===== src/rtl/i2f_pkg.sv =====
// i2f_pkg: shared FSM encoding and FP32 field constants for the integer-to-float converter.
package i2f_pkg;
  typedef enum logic [2:0] {GET_A, CONVERT, NORMALISE, ROUND, PACK, PUT_Z} state_t;
  localparam int FP32_BIAS = 127;
  localparam int EXP_W = 8;
  localparam int FRAC_W = 23;
  localparam int INT_W = 32;
endpackage


===== src/rtl/lzc32.sv =====
// lzc32: combinational leading-zero counter; reports 32 for an all-zero word.
module lzc32 (
  input  logic [31:0] a,
  output logic [5:0]  count
);
  always_comb begin
    count = 6'd32;
    for (int i = 0; i < 32; i++)
      if (a[i]) count = 6'(31 - i);
  end
endmodule


===== src/rtl/int_to_float.sv =====
// int_to_float: stb/ack responder converting a 32-bit integer to IEEE-754 single (round to nearest even).
// Define I2F_STATUS_EN to add the output_z_inexact status port.
module int_to_float
  import i2f_pkg::*;
#(
  parameter bit INPUT_SIGNED = 1'b1
) (
  input  logic                clk,
  input  logic                rst,
  input  logic [INT_W-1:0]    input_a,
  input  logic                input_a_stb,
  output logic                input_a_ack,
  output logic [31:0]         output_z,
  output logic                output_z_stb,
  input  logic                output_z_ack
`ifdef I2F_STATUS_EN
  ,output logic               output_z_inexact
`endif
);
  state_t state;
  logic [INT_W-1:0] a, mag, m;
  logic sign, zero;
  logic [EXP_W-1:0] e;
  logic [FRAC_W-1:0] frac;
  logic [5:0] lz;
  logic [23:0] rnd;
  lzc32 u_lzc (.a(mag), .count(lz));
  assign rnd = m[31:8] + 24'(m[7] & (m[6] | (|m[5:0]) | m[8]));
  always_ff @(posedge clk or posedge rst) begin
    if (rst) begin
      state <= GET_A;
      input_a_ack <= 1'b0;
      output_z_stb <= 1'b0;
      output_z <= '0;
      a <= '0;
      mag <= '0;
      m <= '0;
      sign <= 1'b0;
      zero <= 1'b0;
      e <= '0;
      frac <= '0;
`ifdef I2F_STATUS_EN
      output_z_inexact <= 1'b0;
`endif
    end else begin
      case (state)
        GET_A: begin
          if (input_a_ack && input_a_stb) begin
            a <= input_a;
            input_a_ack <= 1'b0;
            state <= CONVERT;
          end else input_a_ack <= 1'b1;
        end
        CONVERT: begin
          sign <= a[31] & INPUT_SIGNED;
          mag <= (a[31] & INPUT_SIGNED) ? -a : a;
          zero <= (a == '0);
          state <= NORMALISE;
        end
        NORMALISE: begin
          m <= mag << lz;
          e <= 8'(FP32_BIAS + INT_W - 1) - {2'b00, lz};
          state <= ROUND;
        end
        ROUND: begin
          // m[31] is set, so a cleared leading bit after rounding means the carry rippled out
          frac <= rnd[22:0];
          e <= e + {7'b0, ~rnd[23]};
          state <= PACK;
        end
        PACK: begin
          output_z <= zero ? '0 : {sign, e, frac};
          output_z_stb <= 1'b1;
`ifdef I2F_STATUS_EN
          output_z_inexact <= |m[7:0];
`endif
          state <= PUT_Z;
        end
        PUT_Z: begin
          if (output_z_ack) begin
            output_z_stb <= 1'b0;
            input_a_ack <= 1'b1;
`ifdef I2F_STATUS_EN
            output_z_inexact <= 1'b0;
`endif
            state <= GET_A;
          end
        end
        default: state <= GET_A;
      endcase
    end
  end
endmodule


===== config.mk =====
export PLATFORM = sky130hd
export DESIGN_NAME = int_to_float
export DESIGN_NICKNAME = d
export VERILOG_FILES = /design/src/rtl/i2f_pkg.sv /design/src/rtl/lzc32.sv /design/src/rtl/int_to_float.sv
export SDC_FILE = /design/constraint.sdc
export NUM_CORES = 1
export LEC_CHECK = 0
export BUFFER_PORTS_ARGS = -buffer_cell sky130_fd_sc_hd__buf_4
export CAP_MARGIN = 20
export CORE_ASPECT_RATIO = 1.25
export CORE_MARGIN = 3
export CORE_UTILIZATION = 60
export DETAILED_ROUTE_END_ITERATION = 10
export PLACE_DENSITY = 0.9
export SLEW_MARGIN = 20
export SYNTH_ARGS = -nofsm -noshare
export SYNTH_HDL_FRONTEND = slang
export SYNTH_SLANG_ARGS = --single-unit

===== constraint.sdc =====
create_clock -name clk -period 12.5 [get_ports clk]
set_input_delay 1.25 -clock clk [delete_from_list [all_inputs] [get_ports clk]]
set_output_delay 1.25 -clock clk [all_outputs]
set_load 0.05 [all_outputs]

* After elaboration in Yosys (flattened, before gate mapping) *
Index checks and enable logic that the tools add are counted.

operators by class
  $add $sub $neg = 4
  equal/unequal tests = 7
  shift-type cells = 1
  multiplexer cells = 43
  bitwise gates (word level) = 4
  reductions and logical operators = 11

operators by type and width
  operator             number
  $mux 6               32
  $mux 32              2
  $logic_not 32->1     1
  $neg 32->32          1
  $shl 32x6->32        1
  $add 24x1->24        1
  $pmux 3 s6           1
  $pmux 8 s2           1
  $add 8x1->8          1
  $reduce_and 2->1     4
  $sub 8x6->8 const A  1
  $eq 3x2->1 const B   2
  $eq 3x3->1 const B   2
  $mux 3               2
  $reduce_bool 2->1    3
  $reduce_or 6->1      1
  $ne 2x2->1 const B   2
  $pmux 1 s2           2
  $eq 3x1->1 const B   1
  $logic_not 3->1      1
  $mux 1               3
  $or 1x1->1           2
  $and 1x1->1          1
  $logic_and 1x1->1    1
  $not 1->1            1

storage, ports and cells
  flip-flop bits (word level) = 166
  output and inout bits = 34
  word-level logic and storage cells = 81

* Longest topological paths before layout *
Gate-level depths: netlist of run 1.

  depth in word-level cells = 34
  depth in mapped cells = 14
  depth with buffers taken out = 14

* Modules after synthesis *
A second synthesis of run 1 with hierarchy kept.

second synthesis, totals
  cells, all modules = 987
  area total of the unflattened synthesis = 9326.4 µm²

modules (own cells, without submodules)
  module        instances  cells an instance  area each (µm²)
  int_to_float  1          922                8958.6
  lzc32         1          65                 367.9

* Worst setup path after synthesis of run 1 *
OpenSTA, ideal clock, no wires.

  path kind = input -> register
  start point = input input_a_stb
  end point = register a[10]
  library setup time = 125 ps
  arrival = 2805 ps
  path slack = 9570 ps
  cell stages on the path = 4
  cell sequence = nand2_1 -> nor4_1 -> clkbuf_1 -> mux2_2

between the ends
  longest elaborated chain between the ends = 2

RTL lines
  what                               line                RTL
  start: declaration                 int_to_float.sv:11  input logic input_a_stb,
  $logic_and 1x1->1                  int_to_float.sv:48  if (input_a_ack && input_a_stb) begin
  $reduce_and 2->1 (no source line)  n/a
  end signal: assignment             int_to_float.sv:49  a <= input_a;
  end: declaration                   int_to_float.sv:21  logic [INT_W-1:0] a, mag, m;

Every way passes these cells.
A chain may end at the register's enable or synchronous reset.

* Worst setup path after layout of run 1 *
  start point = register mag[16]
  end point = register m[17]

between the ends
  longest elaborated chain between the ends = 17

RTL lines
  what                      line                RTL
  start: declaration        int_to_float.sv:21
  start signal: assignment  int_to_float.sv:56  mag <= (a[31] & INPUT_SIGNED) ? -a : a;
  $mux 6 (16 in series)     lzc32.sv:9          if (a[i]) count = 6'(31 - i);
  $shl 32x6->32 *           int_to_float.sv:61  m <= mag << lz;
  end signal: assignment    int_to_float.sv:61
  end: declaration          int_to_float.sv:21

Every way passes the cells marked *; elsewhere a longest branch is shown, timed or not.

==> results.txt, run 1 <==
Across the run, the number of max-cap violations was 0. The detailed-routed wire length on met2 came out at 11200 um. In this run the cell area of the synthesized design comes to 0.00944 mm2. The tools report the routability-driven placement congestion ratio as 0.978. The die is 118 um wide. The run gives 7446 as the via count of the first global-routing pass. The area added between synthesis and finish is 12.4%, and the die outline area is 0.0173 mm2. The library cell used most frequently in the layout, excluding fill and tap cells, is dfrtp_1.

The total number of vias was 7643. The Yosys step of the flow raised 0 warnings. The clock passes through at most 2 buffers. Setup violations remaining at the end of the flow were counted as 0. Summing all placed instances gives a cell area of 0.0100 mm2. The proportion of power drawn by combinational gates was 0.538. Summed over all layers, the global routing overflow is 0.

For the core box area, the log shows 0.0152 mm2. The tools report the type of origin of the critical path as a register. The normalized max-slew margin is 0.346. At the worst endpoint, the required time is 12820 ps.

Slew of the pin with the lowest slew margin: 981 ps. After detailed routing, the total wire length is 22100 um. The clock-pin slew of the registers on the worst-case setup and hold paths was 70 ps. In this run, synthesis produced a sequential element count of 166. For this design, the sink count on the clock tree is 166.

The fraction of power consumed by the clock network is 0.153, and the core occupancy in the finished layout is 0.698. 0 antenna diodes ended up in the layout. The count of buffers added on input and output ports is 69. The synthesized netlist contains 73 unique library cells. After clock tree synthesis, the repair step resized 0 gates. The starting density of the core is 0.621, and the count of antenna-violating nets left after detailed routing is 0.

After detailed routing, the wire length on met1 is 8750 um. The remaining routing DRC violations was 0; the average footprint of a synthesized cell was 9.32 um2. Counting I/O delays and the setup requirement, the final critical path takes 3680 ps. Internal cell power: 1780 uW. The highest achievable clock rate was 272 MHz; the fraction of power spent switching nets was 0.477. In the routed layout, each cell is associated on average with a via count of 6.02. Setup repair after global routing left no endpoint under its margin. Hold repair after CTS inserted 0 buffers. In this run the worst path has a maximum fanout of 22. The routed design uses 1130 um of met3 wire. The final HPWL from detailed placement came out at 16000 um. During I/O placement, the number of pins put on the boundary was 70. The number of endpoints with negative hold slack in the final report was 0; the count of flip-flops with a built-in enable after synthesis was 0.

The floorplan has 50 rows. The first detailed-routing pass took 5 iterations. For the final non-filler cell area, the log shows 0.0106 mm2. TritonCTS created 17 clock buffers.

The highest layer touched by signal routing is met4. Dividing total power by cell area gives a power density of 322 mW/mm2. For the final routed database, the setup TNS stands at 0 ps.

For the part of the power in registers, the log shows 0.309. Data arrives at the worst endpoint at 4000 ps. The number of filler instances in the final layout was 1159. Number of nets in the finished design: 1089. The tools report the kind of end point of the critical path as a register. The number of DRC markers in iteration 0 came out at 652. The total setup buffers inserted after CTS came out at 0. The largest net degree at the start of global routing came out at 88. For the worst-skew pair, the clock arrives at the later sink with an insertion delay of 430 ps. The logs give 0.263 for the global-route usage over all layers and 37100 um for the global-route wire length before repair.

For the H-tree level count, the log shows 4. In the layout the commonest cells are dfrtp_1 (166), nand2_1 (159), o21ai_0 (118), buf_4 (78), mux2i_1 (54). On the final layout, the worst clock skew is 9.19 ps. The routed length per placed instance was 17.4 um; the portion of the post-synthesis area used by sequential elements was 0.440.

The initial antenna violation count is 0, and the layout cell share with drive strength beyond 1 is 0.168. VDD sags by at most 0.167 mV. In this run the power spent charging and discharging nets is 1630 uW. The run finished with clean final reports. Cell count after synthesis: 1012. The top flip-flop cell by instance count after synthesis was dfrtp_1.

The share of flip-flops with an asynchronous set or reset after synthesis was 1.00. The worst hold path belongs to the class register to register. TritonCTS built the clock tree. The tools report the final number of max-transition violations as 0.

The die outline height works out to 146 um. The final clock period utilization by the worst path was 0.295; the static power due to leakage was 0.00474 uW. The type of the worst setup path was register to register. The number of nets in the synthesized netlist is 1053. The cell at the root of the clock tree is clkbuf_16.
-- registers in the layout, indices dropped and copies added (netlist names) --
name          count
zero              1
output_z_stb      1
mag              32
input_a_ack       1
a                32
frac             23
sign              1
output_z         32
m                32
e                 8
state             3
-- path summary, 6_finish.rpt --
path / slack, ps / from / depth (start not counted) / to
max: 8820 / mag[16]$_DFFE_PP0P_ / 11 / m[17]$_DFFE_PP0P_
min: 480 / output_z[20]$_DFFE_PP0P_ / 2 / output_z[20]$_DFFE_PP0P_
max reg2reg: 8820 / mag[16]$_DFFE_PP0P_ / 11 / m[17]$_DFFE_PP0P_
min reg2reg: 480 / output_z[20]$_DFFE_PP0P_ / 2 / output_z[20]$_DFFE_PP0P_
max in group asynchronous: 10350 / rst / 3 / frac[8]$_DFFE_PP0P_
min in group asynchronous: 930 / rst / 2 / a[0]$_DFFE_PP0P_
-- per-layer routing --
layer | vias to the layer above | track usage
met5 | - | 0
met4 | 0 | 0.135
met3 | 65 | 0.0368
met2 | 279 | 0.456
met1 | 3621 | 0.320
li1 | 3678 | -
-- final cells by class --
class / count / area [um2] / area share
clock inverter: 14 / 155 / 0.0146
multi-input combinational: 765 / 4930 / 0.465
tap: 208 / 260 / 0.0245
sequential: 166 / 4150 / 0.392
timing repair buffer: 79 / 597 / 0.0563
clock buffer: 18 / 429 / 0.0405
inverter: 19 / 76.3 / 0.00720
-- cell families after synthesis --
| family | after synthesis | synth area share |
|---|---|---|
| adders and majority gates | 5 | 0.00663 |
| and+or+nand+nor | 350 | 0.178 |
| DFF | 166 | 0.440 |
| buffers and inverters | 81 | 0.0384 |
| xor gates and xnor gates | 54 | 0.0501 |
| muxes | 97 | 0.113 |
| AOI/OAI and AO/OA | 259 | 0.173 |
-- power by group through the flow --
stage	Clock [uW]	Combinational, uW	Sequential [uW]
5_1_grt	553	2010	1090
4_1_cts	528	1820	1050
3_3_place_gp	0	1770	1040
2_1_floorplan	0	1310	1110
6_report	522	1830	1060
3_5_place_dp	0	1800	1060
-- cells in the mapped netlist, types with 8 or more instances --
library cell	count	area share
a21oi_1	36	0.019
nand2_1	159	0.063
xor2_1	41	0.038
and2_1	11	0.0073
buf_2	10	0.0053
nor3_1	13	0.0069
o31ai_1	11	0.0088
nor2_1	52	0.021
o211ai_1	8	0.0064
mux2_2	39	0.047
a22o_1	9	0.0084
xnor2_1	13	0.012
nand3_1	25	0.013
o21ai_0	118	0.063
mux2i_1	54	0.057
nor4_1	10	0.0066
nand2b_1	37	0.025
clkbuf_1	44	0.018
inv_1	18	0.0072
dfrtp_1	166	0.44
-- through the flow --
| stage | hold slack, ps | power (uW) | cells | setup slack (ps) |
|---|---|---|---|---|
| floorplan | 447 | 2420 | 1012 | 6760 |
| global placement | 462 | 2810 | 1237 | 9020 |
| detailed placement | 471 | 2860 | 1237 | 8870 |
| CTS | 486 | 3400 | 1269 | 8860 |
| global route | 502 | 3660 | 1269 | 8520 |
| finish | 478 | 3410 | 1269 | 8820 |
-- critical path, cell delays in order, from the launching register on --
cell,delay [ps]
dfrtp_1,460
nor4_2,390
nand2_1,100
a31oi_1,250
o21a_1,570
buf_4,410
inv_1,230
a32oi_1,250
mux2i_1,130
mux2i_1,270
o21ai_0,160
a221o_1,340
Note: power is estimated with default switching activity, not from simulation.
==> inputs of run 2 (changes only) <==
--- a/config.mk
+++ b/config.mk
@@ -5,13 +5,14 @@
 export SDC_FILE = /design/constraint.sdc
 export NUM_CORES = 1
 export LEC_CHECK = 0
+export ABC_AREA = 1
 export BUFFER_PORTS_ARGS = -buffer_cell sky130_fd_sc_hd__buf_4
 export CAP_MARGIN = 20
 export CORE_ASPECT_RATIO = 1.25
 export CORE_MARGIN = 3
-export CORE_UTILIZATION = 60
+export CORE_UTILIZATION = 55
 export DETAILED_ROUTE_END_ITERATION = 10
-export PLACE_DENSITY = 0.9
+export PLACE_DENSITY = 0.87
 export SLEW_MARGIN = 20
 export SYNTH_ARGS = -nofsm -noshare
 export SYNTH_HDL_FRONTEND = slang
==> constraint.sdc (replaced) <==
create_clock -name clk -period 3.36 [get_ports clk]
set_input_delay 0.336 -clock clk [delete_from_list [all_inputs] [get_ports clk]]
set_output_delay 0.336 -clock clk [all_outputs]
set_load 0.05 [all_outputs]
==> results.txt, run 2 <==
The count of hold buffers inserted by post-cts repair was 0 (unchanged); the static power due to leakage was 0.00643 uW (+36%). The run gives 3730 ps (-9090 ps) as the required time of the critical path. The routed via count divided by cell count was 6.16 (+2.2%); the leftover overflow at the end of global routing was 0 (unchanged). The highest fanout seen on the critical path is 3 (-86%), and the register-to-register setup slack is -760 ps (-9580 ps). The total number of vias came out at 10400 (+36%). The run finished, with violations left. The run gives 166 (unchanged) as the number of sinks driven by the clock tree. Number of standard cells in the final layout excluding fillers: 1692 (+33%).

The final clock period utilization by the worst path came out at 1.23 (+0.932). The chip width is 123 um (+4.2%), and the cell count after synthesis is 1301 (+29%). The die outline height was 152 um (+4.2%). The core box area was 0.0165 mm2 (+8.7%); the placed instance area was 0.0103 mm2 (+3.1%). The number of buffer cells added on primary ports was 69 (unchanged); the total power density per cell area was 1160 mW/mm2 (+260%). The tools report the number of endpoints with negative hold slack in the final report as 0 (unchanged). Among all cell types in the netlist, the one instantiated most often is nand2_1. Netlist area before placement: 0.00943 mm2 (about the same). For the minimum setup slack in the final design, the log shows -763 ps (-9580 ps). The area growth from synthesis to layout is 42.9%. The count of antenna diodes in the layout was 0 (unchanged); the number of nets in the finished design was 1504 (+38%). The number of cells in the design after placement was 1567 (+27%). The start point of the critical path is m[8]$_DFFE_PP0P_.

The average footprint of a synthesized cell works out to 7.25 um2 (-22%). The number of buffer and inverter stages on the critical path works out to 6 (+4). The slew of the pin with the lowest slew margin was 898 ps (-83.1 ps); the power after layout was 15700 uW (+360%). The remaining routing DRC violations came out at 0 (unchanged). The H-tree level count came out at 4 (unchanged).

The summed negative setup slack over all endpoints is -7270 ps (-7270 ps). The number of violations of the max-capacitance limit is 0 (unchanged). The run gives 40 (-45%) as the count of cell types in the netlist. Final HPWL from detailed placement: 17000 um (+6.2%). The min-delay analysis places its worst path in the category input port to async pin. Clock tree buffer depth: 2 (unchanged). STA classifies the critical path startpoint as a register. The flip-flop and latch count after synthesis is 166 (unchanged). The startpoint of the worst-slack reg-to-reg timing path was m[8]$_DFFE_PP0P_. Count of flip-flops with a built-in enable after synthesis: 0 (unchanged). The normalized max-slew margin is 0.400 (+0.0542), and the count of antenna-violating nets left after detailed routing is 0 (unchanged). Time the final worst path needs with I/O delays and setup: 4120 ps (+440 ps). The run gives 0.954 (-2.5%) as the routability-driven placement congestion ratio. The final non-filler cell area came out at 0.0135 mm2 (+27%).

Cell at the root of the clock tree: clkbuf_16. The maximum cell stage delay along the critical path came out at 390 ps (-180 ps). The starting density of the core is 0.571 (-0.0500), and the global-route usage over all layers is 0.301 (+0.0372). Number of warnings issued by yosys: 0 (unchanged). The layout cell share with drive strength beyond 1 is 0.356 (+0.189), and the length of the first detailed-routing pass in iterations is 6 (+1). The type of the worst setup path was register to register.

After synthesis, the most frequently instantiated cells are nand2_1 (403), nand3_1 (229), dfrtp_1 (166), inv_1 (125), o21ai_0 (94). The core occupancy in the finished layout came out at 0.815 (+0.118). The largest net degree at the start of global routing was 67 (-24%). STA classifies the critical path endpoint as a register. The logs give 938 (-19%) for the number of filler instances in the final layout and 21.3 ps (+12.1 ps) for the worst clock skew. The tools report the via count of the first global-routing pass as 9457 (+27%). The final reports fail on negative setup slack. The tools report the final number of max-transition violations as 0 (unchanged). Among all flip-flop cells after synthesis, the most frequent one is dfrtp_1. Broken down by cell family, the worst path's largest delay share belongs to simple AND/OR/NAND/NOR gates. The run gives 4490 ps (+490 ps) as the worst path arrival time. The worst register-to-register path ends at e[6]$_DFFE_PP0P_.

The cell with the largest stage delay on the worst path is dfrtp_1. The library cell used most frequently in the layout, excluding fill and tap cells, is nand2_1. For the number of DRC markers in iteration 0, the log shows 1239 (+90%). The biggest area consumer among synthesized cells is dfrtp_1. Sorting the synthesized cells by area gives the leading types as dfrtp_1 (44%), nand2_1 (16%), nand3_1 (12%), o21ai_0 (5.0%), inv_1 (5.0%).

The count of boundary I/O pins was 70 (unchanged); the peak supply drop was 0.652 mV (+290%). The tools report the synthesized net count as 1342 (+27%). The portion of the post-synthesis area used by sequential elements is 0.440 (about the same), and the number of rows created at floorplan is 52 (+4.0%). Final wirelength: 33000 um (+50%). Setup repair after global routing could not meet its margin everywhere. The most numerous cell on the critical path is nor2_2. Die outline area: 0.0188 mm2 (+8.6%). The initial antenna violation count is 0 (unchanged), and the routed length per placed instance is 19.5 um (+12%). The logs give 450 ps (+20 ps) for the worst-skew pair later-pin latency and 243 MHz (-11%) for the highest achievable clock rate. The global-route wire length before repair was 45400 um (+22%); the share of the synthesized area in the top cell type was 0.440 (about the same). Share of flip-flops with an asynchronous set or reset after synthesis: 1.00 (unchanged). Leaving out fill and tap cells, the most frequent cells in the layout are nand2_1 (337), dfrtp_1 (165), buf_4 (161), inv_1 (119), nand3_2 (101). The number of buffers inserted during clock tree synthesis is 17 (unchanged). The number of cell instances on the worst register-to-register path works out to 30 (+19). The total of endpoints with negative setup slack in the final report is 22 (+22). TritonCTS built the clock tree. The clock-pin slew of the registers on the worst-case setup and hold paths came out at 70 ps (about the same).
[run 2: changes by cell type after synthesis, sizes merged, moves of 12 or more]
| cell | before | now |
|---|---|---|
| a21oi | 36 | 14 |
| and2 | 12 | 0 |
| inv | 19 | 129 |
| mux2 | 39 | 0 |
| mux2i | 54 | 0 |
| nand2 | 160 | 406 |
| nand2b | 40 | 0 |
| nand3 | 25 | 231 |
| nor2 | 52 | 68 |
| nor3 | 13 | 26 |
| o21ai | 123 | 97 |
[run 2: per-stage QoR]
step	setup WS (ps)	hold slack, ps
final	-763	68.2
after global routing	-1000	109
after CTS	-407	90.7
after detailed placement	-356	468
after global placement	-231	459
after floorplan	-37.2	443
[run 2: how the worst max path moves through the flow]
stage,end,cells past startpoint
3_3_place_gp,e[7]$_DFFE_PP0P_,30
5_1_grt,e[7]$_DFFE_PP0P_,30
4_1_cts,e[6]$_DFFE_PP0P_,29
2_1_floorplan,e[6]$_DFFE_PP0P_,29
6_report,e[6]$_DFFE_PP0P_,30
3_5_place_dp,e[7]$_DFFE_PP0P_,30
[run 2: per-layer routing]
metal  track usage  part of all wire
met3        0.0457             0.073
met4         0.173             0.074
met2         0.522              0.51
met1         0.346              0.34
met5             0                 0
[run 2: power by group]
| part | internal, uW | switching [uW] | total, uW |
|---|---|---|---|
| registers | 2900 | 894 | 3800 |
| clock network | 1060 | 923 | 1990 |
| logic | 3420 | 6480 | 9890 |
| total | 7380 | 8290 | 15700 |
[run 2: cell families after synthesis]
family | Yosys count | share of synthesized area
and+or+nand+nor | 743 | 0.343
buffers and inverters | 192 | 0.0795
DFF | 166 | 0.440
AOI/OAI and AO/OA | 156 | 0.0940
xor gates and xnor gates | 39 | 0.0362
adders and majority gates | 5 | 0.00663
[run 2: cell type report]
class / instances / area, um2 / area share
clock buffer: 18 / 439 / 0.0326
clock inverter: 14 / 141 / 0.0105
inverter: 132 / 499 / 0.0370
multi-input combinational: 946 / 6240 / 0.463
sequential: 166 / 4160 / 0.308
tap: 216 / 270 / 0.0201
timing repair buffer: 200 / 1730 / 0.128
[run 2: repair_timing]
item | in CTS | in global routing
gates resized for setup | 42 | 361
gates cloned | 0 | 5
buffers inserted | 70 | 34
endpoints found under the setup margin | 10 | 54
pin swaps | 12 | 159
==> inputs of run 3 (changes only) <==
--- a/config.mk
+++ b/config.mk
@@ -8,11 +8,13 @@
 export ABC_AREA = 1
 export BUFFER_PORTS_ARGS = -buffer_cell sky130_fd_sc_hd__buf_4
 export CAP_MARGIN = 20
+export CELL_PAD_IN_SITES_DETAIL_PLACEMENT = 1
+export CELL_PAD_IN_SITES_GLOBAL_PLACEMENT = 2
 export CORE_ASPECT_RATIO = 1.25
 export CORE_MARGIN = 3
-export CORE_UTILIZATION = 55
+export CORE_UTILIZATION = 32
 export DETAILED_ROUTE_END_ITERATION = 10
-export PLACE_DENSITY = 0.87
+export PLACE_DENSITY_LB_ADDON = 0.1
 export SLEW_MARGIN = 20
 export SYNTH_ARGS = -nofsm -noshare
 export SYNTH_HDL_FRONTEND = slang
==> results.txt, run 3 (synthesized netlist as in run 2, its figures left out) <==
Routed via count divided by cell count: 4.91 (-20%). The run gives 0 (unchanged) as the number of violations of the max-capacitance limit. The cell that appears most often on the critical path is buf_4. The number of endpoints with negative hold slack in the final report came out at 0 (unchanged). Number of filler instances in the final layout: 3564 (+280%). Core box area: 0.0287 mm2 (+74%). Leaving out fill and tap cells, the most frequent cell in the layout is nand2_1. The checks that failed: negative setup slack.

The flip-flop and latch area is 0.00415 mm2 (about the same), and the number of rows created at floorplan is 69 (+33%). For the final number of max-transition violations, the log shows 0 (unchanged). Global-route wire length before repair: 50500 um (+11%). STA classifies the critical path endpoint as a register. The area of the multi-input gates was 0.00516 mm2 (-17%); the clock-pin slew of the registers on the worst-case setup and hold paths was 70 ps (about the same). The total power density per cell area works out to 1070 mW/mm2 (-7.7%). The leftover overflow at the end of global routing was 0 (unchanged). The part of the power in registers came out at 0.275 (+0.033). The number of cell instances on the worst register-to-register path works out to 31 (+3.3%). The logs give 4 (unchanged) for the H-tree level count and 17 (unchanged) for the number of buffers inserted during clock tree synthesis. The run gives 4 (-2) as the length of the first detailed-routing pass in iterations. The chip width was 160 um (+30%); the slew of the pin with the lowest slew margin was 753 ps (-145 ps).

For the worst path arrival time, the log shows 4290 ps (-200 ps). The logs give 0 (unchanged) for the count of antenna diodes in the layout and 0 (unchanged) for the initial antenna violation count. The time the final worst path needs with I/O delays and setup is 3900 ps (-224 ps), and the total of endpoints with negative setup slack in the final report is 10 (-55%).

The summed negative setup slack over all endpoints was -3730 ps (+3540 ps). The tools report the type of origin of the critical path as a register. The logs give 0.328 (-0.243) for the starting density of the core and 0.0125 mm2 (-7.5%) for the final non-filler cell area. The logs give 13100 um (+16%) for the routed length on met1 and 312 (-75%) for the number of DRC markers in iteration 0. Leaving out fill and tap cells, the most frequent cells in the layout are nand2_1 (389), nand3_1 (171), dfrtp_1 (166), buf_4 (165), inv_1 (121). After detailed routing, no signal wire sits above met4. The tools report the number of cells in the design after placement as 1751 (+12%). For the static power due to leakage, the log shows 0.00604 uW (-6.0%).

The tools report the clock tree buffer depth as 2 (unchanged). The run finished, with violations left. Proportion of power drawn by combinational gates: 0.577 (-0.054).

The count of boundary I/O pins is 70 (unchanged), and the peak supply drop is 0.376 mV (-42%). The worst hold path belongs to the class input port to async pin. The internal cell power is 6650 uW (-10%).

TritonCTS built the clock tree. The tree is rooted in a clkbuf_16. The number of buffer cells added on primary ports was 69 (unchanged). Type of the worst setup path: register to register. Setup repair after global routing could not meet its margin everywhere. The logs give 21400 um (+25%) for the final HPWL from detailed placement and 0.198 (-0.102) for the global-route usage over all layers. The fraction of power consumed by the clock network is 0.148 (+0.021), and the number of standard cells in the final layout excluding fillers is 1852 (+9.5%).

The final wirelength is 30700 um (-7.2%). The minimum setup slack in the final design is -539 ps (+224 ps), and the largest net degree at the start of global routing is 71 (+6.0%). The maximum cell stage delay along the critical path came out at 370 ps (-20 ps). The detailed-routed wire length on met2 is 15900 um (-5.5%), and the worst-skew pair later-pin latency is 450 ps (about the same).

Sum of met3 wire segment lengths after detailed routing: 658 um (-73%). Highest fanout seen on the critical path: 2 (-1). The routed length per placed instance was 16.5 um (-15%). The area growth from synthesis to layout is 32.1%. The number of sinks driven by the clock tree was 166 (unchanged); the count of hold buffers inserted by post-cts repair was 0 (unchanged).

The total number of vias is 9093 (-13%), and the worst clock skew is 12.1 ps (-9.12 ps). The die outline height came out at 198 um (+30%). The run gives 0.0316 mm2 (+68%) as the die outline area. Switching power: 6740 uW (-19%). The number of nets in the finished design is 1490 (-0.93%), and the via count of the first global-routing pass is 9700 (+2.6%).

Layout cell share with drive strength beyond 1: 0.247 (-0.109). The logs give 0.498 (+0.0974) for the normalized max-slew margin and 0.841 (-12%) for the routability-driven placement congestion ratio. The highest achievable clock rate is 257 MHz (+5.7%), and the count of antenna-violating nets left after detailed routing is 0 (unchanged).

The final clock period utilization by the worst path was 1.16 (-0.0667); the remaining routing DRC violations was 0 (unchanged). The required time of the critical path was 3750 ps (+20 ps). The placed instance area came out at 0.0107 mm2 (+3.4%).

Cell with the largest stage delay on the worst path: dfrtp_1. The fraction of power spent switching nets was 0.503 (-0.0257).
[run 3: worst max-delay path, delay by kind of cell, from the launching register on]
family | cells | cell delay (ps)
and+or+nand+nor | 8 | 760
DFF | 1 | 370
buffers and inverters | 23 | 2730
[run 3: metrics by stage]
step / util / total power, uW / worst slack [ps] / hold WS [ps]
after floorplan: - / 8360 / -37.2 / 443
after global placement: 0.371 / 10500 / -426 / 465
after detailed placement: 0.371 / 10600 / -510 / 466
after CTS: 0.412 / 12700 / -304 / 23.9
after global routing: 0.433 / 14600 / -875 / 44.9
final: 0.433 / 13400 / -539 / 12.6
[run 3: repair_timing]
| action | CTS | global route |
|---|---|---|
| cloned | 0 | 5 |
| resized for setup | 36 | 120 |
| pin swaps | 7 | 29 |
| setup endpoints to repair | 9 | 53 |
| buffers inserted | 65 | 20 |
[run 3: layer usage]
layer / global-route usage / up-vias
met5: 0 / -
met4: 0.0905 / 0
met3: 0.0301 / 46
met2: 0.359 / 115
met1: 0.232 / 4400
li1: - / 4532
[run 3: worst paths after layout]
| kind | startpoint | to | slack (ps) |
|---|---|---|---|
| worst max-delay path | m[7]$_DFFE_PP0P_ | frac[7]$_DFFE_PP0P_ | -540 |
| worst min-delay path | rst | input_a_ack$_DFFE_PP0P_ | 10 |
| worst max register to register | m[7]$_DFFE_PP0P_ | frac[7]$_DFFE_PP0P_ | -540 |
| worst min register to register | output_z[6]$_DFFE_PP0P_ | output_z[6]$_DFFE_PP0P_ | 480 |
| max in group asynchronous | rst | m[24]$_DFFE_PP0P_ | 2500 |
| min in group clk | input_a[18] | a[18]$_DFFE_PP0P_ | 80 |
[run 3: power by group through the flow]
stage	Combinational, uW	Sequential (uW)	Clock, uW
after floorplan	4310	4060	0
after global placement	6890	3630	0
after detailed placement	6970	3670	0
after CTS	7060	3640	2040
after global routing	8700	3820	2120
final	7730	3680	1980
[run 3: area by class of cell]
class,instances,area share
Sequential cell,166,0.333
Tap cell,390,0.0392
Clock inverter,15,0.0117
Clock buffer,17,0.0341
Timing Repair Buffer,188,0.128
Multi-Input combinational cell,944,0.414
Inverter,132,0.0401
